### src/rtl/nor_pwr_stim_chk_pkg.sv
// Shared types and helpers for the NOR power stimulus/check stage.
// Provides the sequencer state enum, counter width and the reference NOR model.
package nor_pwr_pkg;

    // Sequencer states: idle, "from" slot, "to" slot, finish pulse
    typedef enum logic [1:0] {
        IDLE = 2'd0,
        FROM = 2'd1,
        TO   = 2'd2,
        FIN  = 2'd3
    } state_t;

    localparam int          CNT_W      = 16;
    localparam logic [15:0] CNT_MAX    = 16'hFFFF;
    localparam int          NOR_MAX_IN = 4;

    // Reference cell behaviour; narrower vectors are zero-extended by the caller
    function automatic logic nor_ref(input logic [NOR_MAX_IN-1:0] vec);
        return ~|vec;
    endfunction

endpackage

### src/rtl/nor_pwr_stim_chk_sat_cnt.sv
// Saturating event counter with synchronous clear.
// Clear wins over enable; the count sticks at all-ones instead of wrapping.
module sat_cnt
    import nor_pwr_pkg::*;
#(
    parameter int W = CNT_W
) (
    input  logic         clk,
    input  logic         rst_n,
    input  logic         en,
    input  logic         clr,
    output logic [W-1:0] cnt
);

    localparam logic [W-1:0] MAX = {W{1'b1}};

    logic [W-1:0] cnt_q;
    logic [W-1:0] cnt_d;

    // Next count: clear, else increment unless already saturated
    always_comb begin
        cnt_d = cnt_q;
        if (clr) begin
            cnt_d = '0;
        end else if (en && (cnt_q != MAX)) begin
            cnt_d = cnt_q + W'(1);
        end
    end

    // Count register
    always_ff @(posedge clk or negedge rst_n) begin
        if (!rst_n) begin
            cnt_q <= '0;
        end else begin
            cnt_q <= cnt_d;
        end
    end

    assign cnt = cnt_q;

endmodule

### config.mk
export PLATFORM = sky130hd
export DESIGN_NAME = sat_cnt
export DESIGN_NICKNAME = d
export VERILOG_FILES = /design/src/rtl/nor_pwr_stim_chk_pkg.sv /design/src/rtl/nor_pwr_stim_chk_sat_cnt.sv
export SDC_FILE = /design/constraint.sdc
export NUM_CORES = 1
export LEC_CHECK = 0
export CAP_MARGIN = 20
export CORE_UTILIZATION = 49
export DETAILED_ROUTE_END_ITERATION = 8
export GPL_TIMING_DRIVEN = 0
export PLACE_DENSITY_LB_ADDON = 0.08
export REMOVE_ABC_BUFFERS = 1
export SLEW_MARGIN = 20
export SYNTH_ARGS = -nofsm -noshare
export SYNTH_HDL_FRONTEND = slang
export SYNTH_SLANG_ARGS = --single-unit
### constraint.sdc
create_clock -name clk -period 2.2 [get_ports clk]
set_input_delay 0.44 -clock clk [delete_from_list [all_inputs] [get_ports clk]]
set_output_delay 0.44 -clock clk [all_outputs]
set_load 0.03 [all_outputs]
After elaboration in Yosys (flattened, before gate mapping)
Cells that the tools add are included.
{"block": "totals", "ff_bits": 16, "word_cells": 7, "output_inout_bits": 16, "in_bits": 4}
{"block": "classes", "reduce_logical": 2, "muxes": 2, "n_eq_ne": 1, "n_addsub": 1}
{"op": "$mux W16", "count": 2}
{"op": "$add A16 B1 Y16 const B", "count": 1}
{"op": "$ne A16 B16 Y1 const B", "count": 1}
{"op": "$reduce_bool A2 Y1", "count": 1}
{"op": "$logic_and A1 B1 Y1", "count": 1}

Longest topological paths before layout
Gate-level depths: netlist (run 1).
{"block": "depth", "depth_word": 4, "ltp_mapped": 6}

Worst setup path after synthesis (run 1)
OpenSTA, ideal clock, no wires.
{"block": "synth_timing", "kind": "flip-flop to flip-flop", "startpoint": "register cnt_q[0] (netlist: cnt[0])", "endpoint": "register cnt_q[15] (netlist: cnt[15])", "path_stages_with_launch": 6, "arrival_ns": 1.834, "synth_period_minus_slack_ns": 1.961, "slack_ns": 0.239, "cell_sequence": "dfrtp_1 > ha_1 > nand4_2 > nor4_4 > nor4_1 > mux2_1"}
{"block": "synth_between", "elab_chain_len": 3, "elab_cells_between_ends": 6, "cone_classes": "add/sub: 1; eq/ne: 1; mux: 2; reduce/logical: 2"}
{"element": "from (decl)", "line_no": "nor_pwr_stim_chk_sat_cnt.sv:17", "rtl": "logic [W-1:0] cnt_q;"}
{"element": "from (signal assigned)", "line_no": "nor_pwr_stim_chk_sat_cnt.sv:35", "rtl": "cnt_q <= cnt_d;"}
{"element": "$add A16 B1 Y16 or $ne A16 B16 Y1 (tied branches)", "line_no": "nor_pwr_stim_chk_sat_cnt.sv:26, nor_pwr_stim_chk_sat_cnt.sv:25"}
{"element": "$mux W16 or $logic_and A1 B1 Y1 (tied branches)", "line_no": "nor_pwr_stim_chk_sat_cnt.sv:25", "rtl": "end else if (en && (cnt_q != MAX)) begin"}
{"element": "$mux W16 or $reduce_bool A2 Y1 (tied branches)"}
Several ways; a longest one is shown, not always the timed one. The select of a mux whose other input is x is not followed.
A chain may end at the register's enable or synchronous reset.

Worst setup path after layout (run 1)
{"block": "layout_timing", "startpoint": "register cnt_q[7] (netlist: cnt[7])", "endpoint": "output cnt[7]"}
{"element": "to (decl)", "line_no": "nor_pwr_stim_chk_sat_cnt.sv:12", "rtl": "output logic [W-1:0] cnt"}
No word-level cell between the ends.

==> summary.log, run 1 <==
[status] result of the run complete, no violations
[finish] cell area after layout 1180 µm²
[global_routing] total routing resource utilization after global routing 23.9%
[logic_synthesis] post-synthesis area per instance 9.61 µm²
[hold_path] Hold/Removal Path Class input port to asynchronous set/reset pin
[floorplan] starting density of the core 53.4%
[power_and_ir_drop] Design Power 0.500 mW
[sta] Worst Skew 5.19 ps
[sta] unrepaired setup endpoints after global routing false
[place] area after detailed placement 1140 µm²
[finish] antenna diode instance count 0
[sta] tightest slew margin relative to the limit 50.1%
[finish] layout overhead on the synthesized area 25.5%
[worst_setup_path] Crit Path Max Fanout 8
[place] placer's final routability congestion estimate 0.784
[logic_synthesis] count of warnings emitted by yosys 0
[clocking] H-tree depth 1
[detailed_routing] number of DRC markers in iteration 0 12
[floorplan] Die Wd 45.9 µm
[detailed_routing] total number of vias 886
[floorplan] area of the core 1760 µm²
[worst_setup_path] element type at the critical path start flip-flop
[worst_setup_path] data arrival time of the critical path 1490 ps
[worst_setup_path] Data required, critical path 1760 ps
[detailed_routing] post-detailed-route via-to-cell ratio 6.20
[sta] Worst Max-Slew Pin Slew 747 ps
[global_routing] GR Layer Usage met3 3.57%
[sta] Sum Neg Setup Slack 0 ps
[worst_setup_path] crit end category primary output
[global_routing] leftover overflow at the end of global routing 0
[global_routing] vias in the first global route 815
[clocking] master cell of the clock root buffer sky130_fd_sc_hd__clkbuf_4
[global_routing] pin count of the biggest net entering global routing 23
[logic_synthesis] share of synthesized registers carrying an async set or reset 100%
[clocking] clk sink count 16
[power_and_ir_drop] leakage power 0.468 nW
[worst_setup_path] Largest delay share family, worst path buffers and inverters
[finish] Layout Cells excl Fill 143
[worst_setup_path] slowest stage cell on the critical path sky130_fd_sc_hd__clkdlybuf4s50_1
[run] max capacitance violation total 0
[logic_synthesis] number of enable flip-flop cells after synthesis 0
[logic_synthesis] number of distinct library cell variants in the gate-level netlist after synthesis 28
[finish] Largest register FFs 16
[sta] setup slack of the critical path after layout 274 ps
[detailed_routing] detailed-route wire length per cell 14.7 µm
[detailed_routing] post-detailed-route count of antenna-violating nets 0
[clocking] quantity of gates resized following cts 0
[sta] hold_ws 579 ps
[place] pre-CTS setup slack -36.5 ps
[worst_setup_path] kind of critical path flip-flop to primary output
[worst_setup_path] slowest stage delay, CP 710 ps
[sta] portion of the clock cycle consumed by the worst path in the final layout 87.6%
[floorplan] die outline area 2100 µm²
[place] IO buf count 19
[power_and_ir_drop] Max rail drop VDD 418 µV
[global_routing] GRT Max-Usage Layer met2
[clocking] buffers from clock root to sink, at most 2
[place] post-detailed-placement half-perimeter wirelength 1380 µm
[clocking] clock transition at the register clock pins on the worst setup and hold paths after CTS 100 ps
[global_routing] global-route track usage on met2 37.7%
[finish] post-layout net count 125
[sta] count of final max-slew check failures 0
[global_routing] first-pass GRT wire length 3570 µm
[global_routing] antenna violations before repair 0
[floorplan] number of rows in the core area 15
[logic_synthesis] cell area after synthesis 942 µm²
[sta] final count of negative-setup-slack endpoints 0
[logic_synthesis] Yosys reg bits 16
[sta] final hold viol count 0
[sta] clock period minus final worst setup slack 1930 ps
[clocking] clock tree from TritonCTS built
[logic_synthesis] Main synth FF type sky130_fd_sc_hd__dfrtp_1
[finish] final design utilization 67.0%
[detailed_routing] DRC 0
[clocking] Inserted Clock Buffers 3
[clocking] Hold Buf Count CTS 0
[power_and_ir_drop] pwr/cell area 423 nW/µm²
[place] Cell Count Post-Placement 137
[logic_synthesis] post-synthesis sequential area ratio 42.5%
[worst_setup_path] CP Cell Sequence clkdlybuf4s50_1
[logic_synthesis] post-synthesis cell count 98
[finish] layout cell share with drive strength beyond 1 12.7%
[worst_setup_path] Worst Path Buf+Inv 1
[floorplan] number of primary I/O pins 20
[floorplan] die height 45.9 µm
[sta] Max Freq 519 MHz
[detailed_routing] final wirelength 2100 µm
[detailed_routing] router iterations before antenna repair 4
[global_routing] met1 layer usage reported by global route 31.7%
[clocking] latest clock arrival within the worst-skew pair 290 ps
worst paths after layout:
path / from / endpoint / slack, ps / depth (start not counted)
setup / recovery: cnt[7] / cnt[7] / 270 / 1
hold / removal: rst_n / cnt[7] / 580 / 1
setup reg to reg: cnt[0] / cnt[3] / 290 / 6
hold reg to reg: cnt[10] / cnt[10] / 590 / 2
max in group asynchronous: rst_n / cnt[0] / 1160 / 1
min in group clk: cnt[10] / cnt[10] / 590 / 2
cell usage in the layout, fill, tap and decap left out, drive strengths merged, types with 2 or more instances in the layout:
| cell type | n |
|---|---|
| a21oi | 11 |
| clkdlybuf4s50 | 19 |
| nand3 | 3 |
| nor2b | 4 |
| and4 | 2 |
| dfrtp | 16 |
| inv | 3 |
| buf | 3 |
| and3 | 2 |
| or3 | 3 |
| nand4 | 7 |
| nor4 | 5 |
| o31ai | 7 |
| or4 | 7 |
| clkbuf | 3 |
| nor2 | 4 |
| nand2 | 6 |
| mux2 | 4 |
| o21ai | 4 |
cell type report:
| type | instances | area, µm² |
|---|---|---|
| fill | 159 | 582 |
| multi-input combinational | 74 | 504 |
| sequential | 16 | 400 |
| timing repair buffer | 22 | 213 |
| tap | 25 | 31.3 |
| clock buffer | 3 | 22.5 |
| inverter | 3 | 11.3 |
cell usage after synthesis (2+ instances only):
cell type | count | share of area, %
sky130_fd_sc_hd__clkbuf_1 | 4 | 1.6
sky130_fd_sc_hd__nand3_1 | 3 | 1.6
sky130_fd_sc_hd__nor4_1 | 4 | 2.7
sky130_fd_sc_hd__mux2_1 | 4 | 4.8
sky130_fd_sc_hd__or3_1 | 2 | 1.3
sky130_fd_sc_hd__or4_2 | 2 | 1.9
sky130_fd_sc_hd__dfrtp_1 | 16 | 42
sky130_fd_sc_hd__o21ai_1 | 3 | 1.6
sky130_fd_sc_hd__and4_2 | 2 | 2.1
sky130_fd_sc_hd__o31ai_1 | 7 | 5.6
sky130_fd_sc_hd__nand4_1 | 6 | 4.0
sky130_fd_sc_hd__nor2_1 | 4 | 1.6
sky130_fd_sc_hd__a21oi_1 | 11 | 5.8
sky130_fd_sc_hd__inv_1 | 3 | 1.2
sky130_fd_sc_hd__nand2_1 | 6 | 2.4
sky130_fd_sc_hd__or4_1 | 5 | 4.0
sky130_fd_sc_hd__and3_1 | 2 | 1.3
sky130_fd_sc_hd__nor2b_1 | 4 | 2.7
report_power, final:
| part | switching (mW) | internal, mW | leakage (nW) |
|---|---|---|---|
| logic | 0.0276 | 0.0139 | 0.232 |
| registers | 0.00392 | 0.297 | 0.222 |
| clock network | 0.0942 | 0.0637 | 0.0138 |
cells by family (layout without fill, tap and decap cells):
group	after synthesis	after routing	synth area share [%]
and+or+nand+nor	45	45	31.2
AOI/OAI and AO/OA	24	24	16.2
adders and majority gates	1	1	1.33
buffers and inverters	8	28	3.98
muxes	4	4	4.78
DFF	16	16	42.5
metal layers:
| metal | share of wire, % | up-vias |
|---|---|---|
| met3 | 5.7 | 6 |
| met5 | 0 | - |
| met4 | 2.1 | 0 |
| met1 | 44 | 419 |
| li1 | - | 423 |
| met2 | 48 | 38 |
repair_timing:
action                                  4_1_cts  5_1_grt
endpoints found under the hold margin         0        0
buffers inserted                              3        0
endpoints found under the setup margin        4        0
(Power assumes the default switching activity.)
==> run 2, diff against run 1 <==
--- a/config.mk
+++ b/config.mk
@@ -6,6 +6,7 @@
 export NUM_CORES = 1
 export LEC_CHECK = 0
 export CAP_MARGIN = 20
+export CORE_MARGIN = 5
 export CORE_UTILIZATION = 49
 export DETAILED_ROUTE_END_ITERATION = 8
 export GPL_TIMING_DRIVEN = 0
==> run 2 against run 1 <==
Against the previous run:
- via count is 0.45% higher
- clock-buffer cell count up 1
- sequential share of layout area decreased by 0.60 points
- critical path depth increased by 6
- cell count rose by 1.4%
- core utilization grew 0.49 points
- routed wire length grew 4.6%
- maximum frequency is 6.5% lower
- worst hold slack got worse by 9.6 ps
- combinational power grew 2%
- largest power group unchanged
==> summary.log, run 2 (same netlist as run 1, synthesis figures left out) <==
[global_routing] vias in the first global route 785 [-3.7%]
[power_and_ir_drop] Max rail drop VDD 342 µV [-18%]
[floorplan] area of the core 1780 µm² [+1.1%]
[clocking] clock transition at the register clock pins on the worst setup and hold paths after CTS 100 ps [about the same]
[place] pre-CTS setup slack -25.7 ps [+10.8 ps]
[clocking] clk sink count 16 [unchanged]
[detailed_routing] DRC 0 [unchanged]
[floorplan] die outline area 2900 µm² [+38%]
[power_and_ir_drop] internal power 0.412 mW [+10%]
[floorplan] starting density of the core 52.8% [-0.56 points]
[finish] Multi-input gate area 504 µm² [unchanged]
[worst_setup_path] crit end category flip-flop
[finish] post-layout net count 126 [+0.80%]
[sta] final count of negative-setup-slack endpoints 0 [unchanged]
[global_routing] leftover overflow at the end of global routing 0 [unchanged]
[detailed_routing] number of DRC markers in iteration 0 28 [+16]
[finish] most frequent standard cell in the layout excluding fill and tap cells sky130_fd_sc_hd__clkdlybuf4s50_1
[sta] Max Freq 485 MHz [-6.5%]
[clocking] Inserted Clock Buffers 3 [unchanged]
[global_routing] first-pass GRT wire length 3690 µm [+3.5%]
[run] max capacitance violation total 0 [unchanged]
[power_and_ir_drop] switching power of the nets 0.131 mW [+4.3%]
[clocking] H-tree depth 1 [unchanged]
[floorplan] number of primary I/O pins 20 [unchanged]
[worst_setup_path] Worst Path Buf+Inv 2 [+1]
[hold_path] Hold/Removal Path Class input port to asynchronous set/reset pin
[worst_setup_path] dominant cell type by count on the critical path sky130_fd_sc_hd__buf_4
[place] Cell Count Post-Placement 137 [unchanged]
[finish] antenna diode instance count 0 [unchanged]
[worst_setup_path] data arrival time of the critical path 2260 ps [+770 ps]
[worst_setup_path] Largest delay share family, worst path simple AND/OR/NAND/NOR gates
[sta] tightest slew margin relative to the limit 50.6% [+0.53 points]
[worst_setup_path] Crit Path Max Fanout 6 [-2]
[worst_setup_path] CP Cell Sequence ha_1 -> nand4_2 -> nor4_4 -> buf_4 -> buf_4 -> or4_2 -> a21oi_1
[detailed_routing] total number of vias 890 [+0.45%]
[detailed_routing] detailed-route wire length per cell 15.1 µm [+3.2%]
[worst_setup_path] element type at the critical path start flip-flop
[sta] final hold viol count 0 [unchanged]
[place] post-detailed-placement half-perimeter wirelength 1440 µm [+4.0%]
[floorplan] die height 53.9 µm [+17%]
[power_and_ir_drop] Seq pwr share 55.4% [-4.7 points]
[floorplan] number of rows in the core area 15 [unchanged]
[finish] layout cell share with drive strength beyond 1 14.2% [+1.5 points]
[clocking] buffers from clock root to sink, at most 2 [unchanged]
[sta] count of final max-slew check failures 0 [unchanged]
[finish] most frequent cells in the layout sky130_fd_sc_hd__clkdlybuf4s50_1 (19), sky130_fd_sc_hd__dfrtp_1 (16), sky130_fd_sc_hd__a21oi_1 (11)
[worst_setup_path] slowest stage cell on the critical path sky130_fd_sc_hd__or4_2
[global_routing] pin count of the biggest net entering global routing 23 [unchanged]
[finish] Largest register FFs 16 [unchanged]
[power_and_ir_drop] fraction of power spent switching nets 24.2% [-0.99 points]
[global_routing] antenna violations before repair 0 [unchanged]
[sta] setup slack of the critical path after layout 140 ps [-134 ps]
[power_and_ir_drop] part of the total power dissipated in combinational logic 7.8% [-0.5 points]
[clocking] clock tree from TritonCTS built
[place] placer's final routability congestion estimate 0.771 [-1.7%]
[power_and_ir_drop] leakage power 0.480 nW [+2.7%]
[finish] Layout Cells excl Fill 145 [+1.4%]
[clocking] master cell of the clock root buffer sky130_fd_sc_hd__clkbuf_4
[floorplan] Die Wd 53.9 µm [+17%]
[sta] unrepaired setup endpoints after global routing false
[finish] register area 400 µm² [unchanged]
[sta] Worst Max-Slew Pin Slew 739 ps [-7.88 ps]
[finish] final design utilization 67.5% [+0.49 points]
[detailed_routing] final wirelength 2190 µm [+4.6%]
[sta] Sum Neg Setup Slack 0 ps [unchanged]
[clocking] quantity of gates resized following cts 0 [unchanged]
[finish] layout overhead on the synthesized area 27.8%
[global_routing] total routing resource utilization after global routing 17.3% [-6.5 points]
[sta] Worst Skew 5.61 ps [+0.421 ps]
[worst_setup_path] kind of critical path flip-flop to flip-flop
[clocking] latest clock arrival within the worst-skew pair 290 ps [about the same]
[sta] portion of the clock cycle consumed by the worst path in the final layout 93.6% [+6.1 points]
[finish] Filler Cells Inserted 143 [-10%]
[worst_setup_path] Data required, critical path 2400 ps [+640 ps]
[power_and_ir_drop] pwr/cell area 451 nW/µm² [+6.7%]
[power_and_ir_drop] power share of the clock group 36.7% [+5.1 points]
[power_and_ir_drop] Design Power 0.543 mW [+8.6%]
[detailed_routing] router iterations before antenna repair 4 [unchanged]
[detailed_routing] post-detailed-route count of antenna-violating nets 0 [unchanged]
[detailed_routing] post-detailed-route via-to-cell ratio 6.14 [-0.93%]
[worst_setup_path] slowest stage delay, CP 600 ps [-110 ps]
[sta] clock period minus final worst setup slack 2060 ps [+134 ps]
[status] result of the run complete, no violations
[place] IO buf count 19 [unchanged]
## run 2: changes by cell type in the layout (fill, tap and decap cells not counted), sizes merged
| cell | previous run | this run |
|---|---|---|
| clkbuf | 3 | 4 |
| buf | 3 | 4 |
## run 2: worst paths after layout
path                            slack [ps]  depth (start not counted)     from      end
worst max-delay path                   140                          7   cnt[0]   cnt[3]
worst max register to register         140                          7   cnt[0]   cnt[3]
min in group clk                       610                          2  cnt[10]  cnt[10]
worst min register to register         610                          2  cnt[10]  cnt[10]
worst min-delay path                   570                          1    rst_n   cnt[9]
max in group asynchronous             1170                          1    rst_n  cnt[15]
## run 2: area by class of cell
type	count	share of cell area (%)
clock buffers	4	3.01
inverters	3	0.936
multi-input cells	74	41.9
flip-flops and latches	16	33.3
well taps	25	2.60
repair buffers	23	18.3
## run 2: what timing repair did
item,4_1_cts,5_1_grt
buffers inserted,4,0
endpoints found under the setup margin,2,0
hold buffers,0,0
## run 2: power groups by stage
| stage | registers, mW | clock network [mW] | logic (mW) |
|---|---|---|---|
| 5_1_grt | 0.302 | 0.219 | 0.0464 |
| 3_5_place_dp | 0.306 | 0 | 0.0424 |
| 6_report | 0.301 | 0.199 | 0.0425 |
| 3_3_place_gp | 0.306 | 0 | 0.0418 |
| 2_1_floorplan | 0.311 | 0 | 0.0111 |
| 4_1_cts | 0.301 | 0.206 | 0.0430 |
## run 2: metal layers
metal / vias to the layer above / wire length [µm] / track usage [%]
met5: - / 0 / 0
met2: 26 / 985 / 25.6
li1: 431 / - / -
met3: 4 / 87 / 2.49
met4: 0 / 22 / 6.38
met1: 429 / 1100 / 25.4
## run 2: per-stage QoR
step / area [µm²] / hold WS, ps
2_1_floorplan: 916 / 144
3_3_place_gp: 1140 / 572
3_5_place_dp: 1140 / 587
4_1_cts: 1200 / 603
5_1_grt: 1200 / 641
6_report: 1200 / 570
==> run 3, diff against run 2 <==
--- a/config.mk
+++ b/config.mk
@@ -7,12 +7,13 @@
 export LEC_CHECK = 0
 export CAP_MARGIN = 20
 export CORE_MARGIN = 5
-export CORE_UTILIZATION = 49
+export CORE_UTILIZATION = 52
+export CTS_BUF_LIST = sky130_fd_sc_hd__clkbuf_8
 export DETAILED_ROUTE_END_ITERATION = 8
 export GPL_TIMING_DRIVEN = 0
 export PLACE_DENSITY_LB_ADDON = 0.08
 export REMOVE_ABC_BUFFERS = 1
-export SLEW_MARGIN = 20
+export SKIP_LAST_GASP = 1
 export SYNTH_ARGS = -nofsm -noshare
 export SYNTH_HDL_FRONTEND = slang
 export SYNTH_SLANG_ARGS = --single-unit
==> run 3 against run 2 <==
Against the previous run:
- core utilization is 3.3 points higher
- via count is 2.6% lower
- routed wire length is 3.1% lower
- largest power group unchanged
- die area is 4.7% lower
- global-route usage is 1.6 points higher
- combinational power is 3% lower
- sequential power hardly changed
- sequential share of layout area is 0.51 points lower
==> summary.log, run 3 (same netlist as run 1, synthesis figures left out) <==
[worst_setup_path] slowest stage cell on the critical path sky130_fd_sc_hd__or4_2
[floorplan] starting density of the core 54.6% [+1.7 points]
[power_and_ir_drop] internal power 0.469 mW [+14%]
[finish] layout overhead on the synthesized area 29.7%
[clocking] number of setup buffers added after CTS 4 [unchanged]
[clocking] quantity of gates resized following cts 0 [unchanged]
[finish] Largest register FFs 16 [unchanged]
[finish] post-layout net count 126 [unchanged]
[worst_setup_path] CP Cell Sequence ha_1 -> nand4_2 -> nor4_4 -> buf_4 -> buf_4 -> or4_2 -> a21oi_1
[finish] layout cell share with drive strength beyond 1 14.2% [unchanged]
[clocking] Hold Buf Count CTS 0 [unchanged]
[power_and_ir_drop] pwr/cell area 494 nW/µm² [+9.5%]
[worst_setup_path] element type at the critical path start flip-flop
[sta] final hold viol count 0 [unchanged]
[detailed_routing] number of DRC markers in iteration 0 6 [-79%]
[sta] setup slack of the critical path after layout 185 ps [+45.1 ps]
[hold_path] Hold/Removal Path Class flip-flop to flip-flop
[status] result of the run complete, no violations
[clocking] latest clock arrival within the worst-skew pair 250 ps [-40 ps]
[floorplan] number of primary I/O pins 20 [unchanged]
[hold_path] critical hold path startpoint cnt[10]
[sta] Max Freq 496 MHz [+2.2%]
[detailed_routing] DRC 0 [unchanged]
[power_and_ir_drop] fraction of power spent switching nets 22.2% [-2.0 points]
[power_and_ir_drop] power share of the clock group 43.4% [+6.7 points]
[worst_setup_path] Worst Path Buf+Inv 2 [unchanged]
[clocking] buffers from clock root to sink, at most 2 [unchanged]
[power_and_ir_drop] Max rail drop VDD 389 µV [+14%]
[sta] clock period minus final worst setup slack 2010 ps [-45.1 ps]
[place] post-detailed-placement half-perimeter wirelength 1450 µm [+0.72%]
[sta] Worst Skew 4.71 ps [-0.896 ps]
[clocking] clock transition at the register clock pins on the worst setup and hold paths after CTS 70 ps [-30 ps]
[floorplan] number of rows in the core area 15 [unchanged]
[detailed_routing] post-detailed-route count of antenna-violating nets 0 [unchanged]
[clocking] clock tree from TritonCTS built
[power_and_ir_drop] part of the total power dissipated in combinational logic 6.8% [-1.0 points]
[floorplan] die outline area 2760 µm² [-4.7%]
[detailed_routing] total number of vias 867 [-2.6%]
[global_routing] total routing resource utilization after global routing 19.0% [+1.6 points]
[finish] most frequent cells in the layout sky130_fd_sc_hd__clkdlybuf4s50_1 (19), sky130_fd_sc_hd__dfrtp_1 (16), sky130_fd_sc_hd__a21oi_1 (11)
[detailed_routing] router iterations before antenna repair 2 [-2]
[place] placer's final routability congestion estimate 0.810 [+5.1%]
[floorplan] area of the core 1730 µm² [-3.2%]
[power_and_ir_drop] switching power of the nets 0.134 mW [+2.2%]
[clocking] master cell of the clock root buffer sky130_fd_sc_hd__clkbuf_8
[sta] count of final max-slew check failures 0 [unchanged]
[finish] most frequent standard cell in the layout excluding fill and tap cells sky130_fd_sc_hd__clkdlybuf4s50_1
[power_and_ir_drop] leakage power 0.488 nW [+1.6%]
[sta] Sum Neg Setup Slack 0 ps [unchanged]
[floorplan] die height 52.6 µm [-2.4%]
[worst_setup_path] slowest stage delay, CP 600 ps [about the same]
[sta] portion of the clock cycle consumed by the worst path in the final layout 91.6% [-2.1 points]
[detailed_routing] detailed-route wire length per cell 14.7 µm [-3.1%]
[clocking] clk sink count 16 [unchanged]
[global_routing] leftover overflow at the end of global routing 0 [unchanged]
[detailed_routing] post-detailed-route via-to-cell ratio 5.98 [-2.6%]
[worst_setup_path] kind of critical path flip-flop to flip-flop
[sta] unrepaired setup endpoints after global routing false
[sta] tightest slew margin relative to the limit 51.6% [+1.0 points]
[clocking] Inserted Clock Buffers 3 [unchanged]
[global_routing] pin count of the biggest net entering global routing 23 [unchanged]
[worst_setup_path] data arrival time of the critical path 2180 ps [-80 ps]
[worst_setup_path] Largest delay share family, worst path simple AND/OR/NAND/NOR gates
[worst_setup_path] Data required, critical path 2360 ps [-40 ps]
[global_routing] vias in the first global route 831 [+5.9%]
[sta] Worst Max-Slew Pin Slew 723 ps [-15.6 ps]
[global_routing] first-pass GRT wire length 3860 µm [+4.5%]
[detailed_routing] final wirelength 2130 µm [-3.1%]
[global_routing] antenna violations before repair 0 [unchanged]
[worst_setup_path] launching point of the worst reg2reg path cnt[0]
[power_and_ir_drop] Seq pwr share 49.8% [-5.6 points]
[clocking] H-tree depth 1 [unchanged]
[finish] antenna diode instance count 0 [unchanged]
[place] IO buf count 19 [unchanged]
[sta] final count of negative-setup-slack endpoints 0 [unchanged]
[worst_setup_path] source of the critical timing path cnt[0]
[worst_setup_path] dominant cell type by count on the critical path sky130_fd_sc_hd__buf_4
[run] max capacitance violation total 0 [unchanged]
[floorplan] Die Wd 52.6 µm [-2.4%]
[worst_setup_path] crit end category flip-flop
[finish] Filler Cells Inserted 155 [+8.4%]
[place] pre-CTS setup slack -47.7 ps [-21.9 ps]
[worst_setup_path] Crit Path Max Fanout 6 [unchanged]
-- run 3: cell type report --
| type | count | area [µm²] | share of cell area [%] |
|---|---|---|---|
| sequential | 16 | 400 | 32.8 |
| multi-input combinational | 74 | 504 | 41.2 |
| timing repair buffer | 23 | 220 | 18.0 |
| inverter | 3 | 11.3 | 0.921 |
| clock buffer | 4 | 55.1 | 4.50 |
| tap | 25 | 31.3 | 2.56 |
-- run 3: final timing paths --
kind,end,slack (ps),cells past startpoint
max,cnt[3],190,7
min,cnt[10],590,2
max reg2reg,cnt[3],190,7
min reg2reg,cnt[10],590,2
max in group asynchronous,cnt[11],1120,1
min in group asynchronous,cnt[13],620,1
-- run 3: metal layers --
| metal | share of wire [%] | track usage, % |
|---|---|---|
| met1 | 46 | 23.2 |
| met3 | 4.0 | 3.13 |
| met2 | 48 | 32.6 |
| met4 | 1.4 | 7.66 |
| met5 | 0 | 0 |
-- run 3: power by group through the flow --
stage          combinational [mW]  clock (mW)  sequential, mW
2_1_floorplan              0.0111           0           0.311
3_3_place_gp               0.0410           0           0.306
3_5_place_dp               0.0421           0           0.306
4_1_cts                    0.0423       0.268           0.301
5_1_grt                    0.0460       0.278           0.301
6_report                   0.0411       0.262           0.301
-- run 3: worst min-delay path, delay by kind of cell, from the launching register on --
kind            cells  cell delay (ps)
compound gates      2              140
flops               1              420
-- run 3: through the flow --
stage	std cells	cell area, µm²	utilization, %	hold slack [ps]	total power, mW
2_1_floorplan	93	916	-	144	0.322
3_3_place_gp	137	1140	65.9	580	0.347
3_5_place_dp	137	1140	65.9	583	0.348
4_1_cts	145	1220	70.8	598	0.611
5_1_grt	145	1220	70.8	629	0.625
6_report	145	1220	70.8	592	0.603
==> patch 1: new RTL, flow settings as in run 3 <==
Register the inputs `en` and `clr` before use. The logic sees them one clock later.
--- a/src/rtl/nor_pwr_stim_chk_sat_cnt.sv
+++ b/src/rtl/nor_pwr_stim_chk_sat_cnt.sv
@@ -15,4 +15,12 @@
     localparam logic [W-1:0] MAX = {W{1'b1}};
 
+    logic en_q;
+    logic clr_q;
+
+    always_ff @(posedge clk) begin
+        en_q  <= en;
+        clr_q <= clr;
+    end
+
     logic [W-1:0] cnt_q;
     logic [W-1:0] cnt_d;
@@ -21,7 +29,7 @@
     always_comb begin
         cnt_d = cnt_q;
-        if (clr) begin
+        if (clr_q) begin
             cnt_d = '0;
-        end else if (en && (cnt_q != MAX)) begin
+        end else if (en_q && (cnt_q != MAX)) begin
             cnt_d = cnt_q + W'(1);
         end
Check against the original RTL: not equivalent (a bounded check fails within 4 cycles, from zero or initial values and one cycle with rst_n low).
==> patch 1 against run 3 <==
Wire length is 9.5% higher; synthesized area is 4.2% higher; final area is 3.3% higher; power is 8.6% higher; sequential cell count is 2 higher; count of clock-buffer cells in the layout stayed put; worst setup slack worse by 37 ps; clock power is 5% higher; highest routed layer unchanged.
==> patch 1: results (changes against run 3) <==
The run finished with clean final reports. The highest fanout seen on the critical path came out at 8 (was 6). The share of total power consumed by net switching was 22.5% (was 22.2%).

Maximum resistive drop on vdd: 0.000506 V (was 0.000389 V). The final period utilization came out at 93.2% (was 91.6%). The average vias per placed instance is 6.23 (was 5.98). The number of global-route vias before repair was 899 (was 831). The number of DRC violations after detailed-routing iteration 0 came out at 21 (was 6). The proportion of layout cells with a drive suffix above 1 came out at 13.9% (was 14.2%). The overall fraction of global-route tracks in use came out at 19.2% (was 19.0%). The total CTS buffers was 3 (unchanged). The area fraction of the dominant cell type after synthesis was 40.8% (was 42.5%). For the number of optimization iterations in the first detailed-route pass, the log shows 4 (was 2). The routed length per placed instance is 15.8 um (was 14.7 um), and the insertion delay of the later-clocked pin in the worst-skew pair is 260 ps. The run gives -15.1 ps (was -47.7 ps) as the post-placement worst setup slack. Fraction of synthesis flops using an asynchronous set or reset pin: 88.9% (was 100%). The synthesized netlist cell count is 100 (was 98).

The run gives 23 (unchanged) as the maximum number of pins on one net before global-route repair. The half-perimeter wire length after placement is 1.56 mm (was 1.45 mm). The run gives 29 (was 28) as the count of cell types in the netlist. Path type of the worst min-delay path: reg -> reg (unchanged). The global-route wire length before repair came out at 3.95 mm (was 3.86 mm). For the portion of the post-synthesis area used by sequential elements, the log shows 44.8% (was 42.5%).

The static leakage power was 0.505 nW (was 0.488 nW). The data arrival at the endpoint of the critical path was 2230 ps (was 2180 ps). The number of cells upsized or downsized after cts came out at 0 (unchanged). The total number of vias was 916 (was 867). Top cells by area in the synthesized netlist: sky130_fd_sc_hd__dfrtp_1, sky130_fd_sc_hd__a21oi_1, sky130_fd_sc_hd__o31ai_1, sky130_fd_sc_hd__mux2_1, sky130_fd_sc_hd__dfxtp_1 (was sky130_fd_sc_hd__dfrtp_1, sky130_fd_sc_hd__a21oi_1, sky130_fd_sc_hd__o31ai_1, sky130_fd_sc_hd__mux2_1, sky130_fd_sc_hd__nand4_1). The cell count after placement is 139 (was 137), and the slack of the worst reg-to-reg path is 150 ps (was 190 ps). The worst setup skew after layout is 3.81 ps (was 4.71 ps), and the delay of the slowest critical-path stage is 620 ps (was 600 ps).

The number of nets in the layout is 128 (was 126).
-- patch 1: cell types whose count changed after synthesis, sizes merged --
cell	run 3	this run
dfxtp	0	2
-- patch 1: final cells by class --
class	count	area (um^2)
inverters	3	11.3
clock buffers	4	55.1
well taps	25	31.3
flip-flops and latches	18	440
repair buffers	23	220
fillers	153	502
multi-input cells	74	504
-- patch 1: cells by family (layout without fill, tap and decap cells) --
family                   count (synthesis)  count (layout)  synth area share (%)
AO/OA/AOI/OAI                           24              24                  15.5
multiplexers                             4               4                  4.59
flip-flops                              18              18                  44.8
adder cells (fa/ha/maj)                  1               1                  1.27
buffers and inverters                    8              30                  3.82
AND/OR/NAND/NOR                         45              45                  29.9
-- patch 1: power by group through the flow --
stage,sequential (mW),combinational (mW),clock (mW)
after floorplan,0.354,0.0110,0
after global placement,0.351,0.0350,0
after detailed placement,0.352,0.0357,0
after CTS,0.345,0.0358,0.275
after global routing,0.346,0.0391,0.292
final,0.345,0.0353,0.275
-- patch 1: worst min-delay path by stage --
stage                             from                  to  slack (ps)
after floorplan                  rst_n  cnt[0]$_DFFE_PN0P_         140
after global placement    en_q$_DFF_P_  cnt[1]$_DFFE_PN0P_         510
after detailed placement  en_q$_DFF_P_  cnt[1]$_DFFE_PN0P_         510
after CTS                 en_q$_DFF_P_  cnt[1]$_DFFE_PN0P_         520
after global routing      en_q$_DFF_P_  cnt[1]$_DFFE_PN0P_         560
final                     en_q$_DFF_P_  cnt[1]$_DFFE_PN0P_         530
-- patch 1: routing by layer --
metal	vias up	GRT usage [%]	routed length (um)
li1	432	-	-
met1	445	22.4	1020
met2	33	32.4	1120
met3	6	5.07	146
met4	0	8.51	42
met5	-	0	0
-- patch 1: timing repair --
action / 4_1_cts / 5_1_grt
buffers inserted: 4 / 0
hold buffers: 0 / 0
setup endpoints to repair: 1 / 0
-- patch 1: critical path: cells and delay by family, from the launching register on --
kind,cells,cell delay [ps]
AOI/OAI and AO/OA,1,160
DFF,1,430
and+or+nand+nor,3,810
buffers and inverters,2,290
adders and majority gates,1,280
-- patch 1: per-stage QoR --
stage               cell area, um^2  util [%]
global route                   1260      71.6
floorplan                       956         -
detailed placement             1180      66.7
CTS                            1260      71.6
global placement               1180      66.7
finish                         1260      71.6
==> patch 2: new RTL, flow settings as in run 3 <==
Without the edit above. The package constant `CNT_W` goes from 16 to 32.
--- a/src/rtl/nor_pwr_stim_chk_pkg.sv
+++ b/src/rtl/nor_pwr_stim_chk_pkg.sv
@@ -11,5 +11,5 @@
     } state_t;
 
-    localparam int          CNT_W      = 16;
+    localparam int          CNT_W      = 32;
     localparam logic [15:0] CNT_MAX    = 16'hFFFF;
     localparam int          NOR_MAX_IN = 4;
Ports: changed (resized cnt); port bits go from 20 to 36. The function was not compared with the original's and may differ.
==> patch 2 against run 3 <==
Clock skew increased by 6.4 ps; worst hold slack got worse by 380 ps; synthesized area increased by 97%; sequential cell count increased by 16; power increased by 88%; register-to-register slack got worse by 95 ps; worst setup slack got worse by 120 ps; wire length increased by 99%; clock power increased by 77%; final area increased by 98%; largest cell class unchanged; highest routed layer unchanged.
==> patch 2: results (changes against run 3) <==
The routed length per placed instance was 14.8 um (was 14.7 um); the insertion delay of the later-clocked pin in the worst-skew pair was 280 ps (was 250 ps). Proportion of layout cells with a drive suffix above 1: 15.4% (was 14.2%). For the data arrival at the endpoint of the critical path, the log shows 2310 ps (was 2180 ps). Top cells by area in the synthesized netlist: sky130_fd_sc_hd__dfrtp_1, sky130_fd_sc_hd__nor2_1, sky130_fd_sc_hd__xnor2_1, sky130_fd_sc_hd__nand3_1, sky130_fd_sc_hd__mux2_2 (was sky130_fd_sc_hd__dfrtp_1, sky130_fd_sc_hd__a21oi_1, sky130_fd_sc_hd__o31ai_1, sky130_fd_sc_hd__mux2_1, sky130_fd_sc_hd__nand4_1). The number of optimization iterations in the first detailed-route pass came out at 4 (was 2). The CTS H-tree depth was 2 (was 1); the average vias per placed instance was 5.61 (was 5.98).

Cell types with the highest counts after synthesis: sky130_fd_sc_hd__dfrtp_1, sky130_fd_sc_hd__nor2_1, sky130_fd_sc_hd__nand3_1 (was sky130_fd_sc_hd__dfrtp_1, sky130_fd_sc_hd__a21oi_1, sky130_fd_sc_hd__o31ai_1). The compound-gate portion of the synthesized area was 11.9% (was 16.2%); the portion of netlist area occupied by mux cells was 4.39% (was 4.78%). The worst setup skew after layout is 11.1 ps (was 4.71 ps), and the overall fraction of global-route tracks in use is 17.7% (was 19.0%). The static leakage power is 0.984 nW (was 0.488 nW). The adder-cell area share of the yosys netlist is 0.675% (was 1.33%). The maximum resistive drop on vdd was 0.000438 V (was 0.000389 V).

For the maximum number of pins on one net before global-route repair, the log shows 33 (was 23). The number of global-route vias before repair was 1598 (was 831). The number of flip-flops in the largest register was 32 (was 16); the number of DRC violations after detailed-routing iteration 0 was 92 (was 6).

For the global-route wire length before repair, the log shows 7.12 mm (was 3.86 mm). The count of cells along the worst register-to-register path came out at 6 (was 7). The number of buffers added on ports was 35 (was 19). The post-placement worst setup slack is -445 ps (was -47.7 ps).

The flow ran to the end, and the final reports show no timing, DRC or antenna violations. The tools report the count of cell types in the netlist as 42 (was 28). The path type of the worst min-delay path was in -> async (was reg -> reg). The half-perimeter wire length after placement was 3.03 mm (was 1.45 mm). The count of fill cells added during filler insertion was 253 (was 155).

The post-synthesis xor/xnor area fraction came out at 6.14% (was 0%).
patch 2: repair_timing:
| action | in CTS | in global routing |
|---|---|---|
| pin swaps | 1 | 3 |
| setup buffers | 0 | 5 |
| endpoints found under the setup margin | 12 | 11 |
| endpoints found under the hold margin | 0 | 0 |
| gates resized for setup | 3 | 6 |
patch 2: worst paths after layout:
check	endpoint	slack (ps)
setup / recovery	cnt[27]$_DFFE_PN0P_	60
min in group clk	cnt[15]$_DFFE_PN0P_	590
max in group asynchronous	cnt[0]$_DFFE_PN0P_	1490
hold reg to reg	cnt[15]$_DFFE_PN0P_	590
setup reg to reg	cnt[3]$_DFFE_PN0P_	90
hold / removal	cnt[15]$_DFFE_PN0P_	210
patch 2: logic make-up (layout without fill, tap and decap cells):
logic type,after synthesis,in the layout
buffers and inverters,14,56
AO/OA/AOI/OAI,32,32
adder cells (fa/ha/maj),1,1
flip-flops,32,32
XOR/XNOR,13,13
AND/OR/NAND/NOR,99,99
multiplexers,7,7
patch 2: layout make-up:
class                      count  area, um^2  area share [%]
timing repair buffer          41         410            16.9
clock buffer                   6        82.6            3.41
inverter                       7        26.3            1.08
tap                           46        57.6            2.37
clock inverter                 2        10.0           0.413
multi-input combinational    152        1040            42.7
sequential                    32         802            33.1
patch 2: critical path: stages:
cell and delay, ps:
sky130_fd_sc_hd__clkdlybuf4s50_1 530, sky130_fd_sc_hd__and3_2 260, sky130_fd_sc_hd__nand4_1 130, sky130_fd_sc_hd__a21o_4 280
sky130_fd_sc_hd__nor4_1 290, sky130_fd_sc_hd__mux2_2 370
patch 2: metrics by stage:
stage	TNS (ps)	utilization [%]	area, um^2	hold slack [ps]	instances
floorplan	0	-	1820	144	191
global placement	-3470	65.8	2230	567	272
detailed placement	-3100	66.4	2250	533	273
CTS	-23.2	69.7	2360	231	281
global route	0	71.5	2420	272	286
finish	0	71.5	2420	214	286
patch 2: per-layer routing:
layer  vias to the layer above  global-route usage, %  wire [um]
li1                        803                      -          -
met1                       773                   21.3       1900
met2                        26                   30.6       2150
met3                         2                   5.65        180
met4                         0                   4.26         17
met5                         -                      0          0
patch 2: power by group:
part           switching [mW]  leakage, nW  internal (mW)
Sequential            0.00540        0.444          0.592
Clock                   0.214       0.0510          0.249
Combinational          0.0451        0.489         0.0304
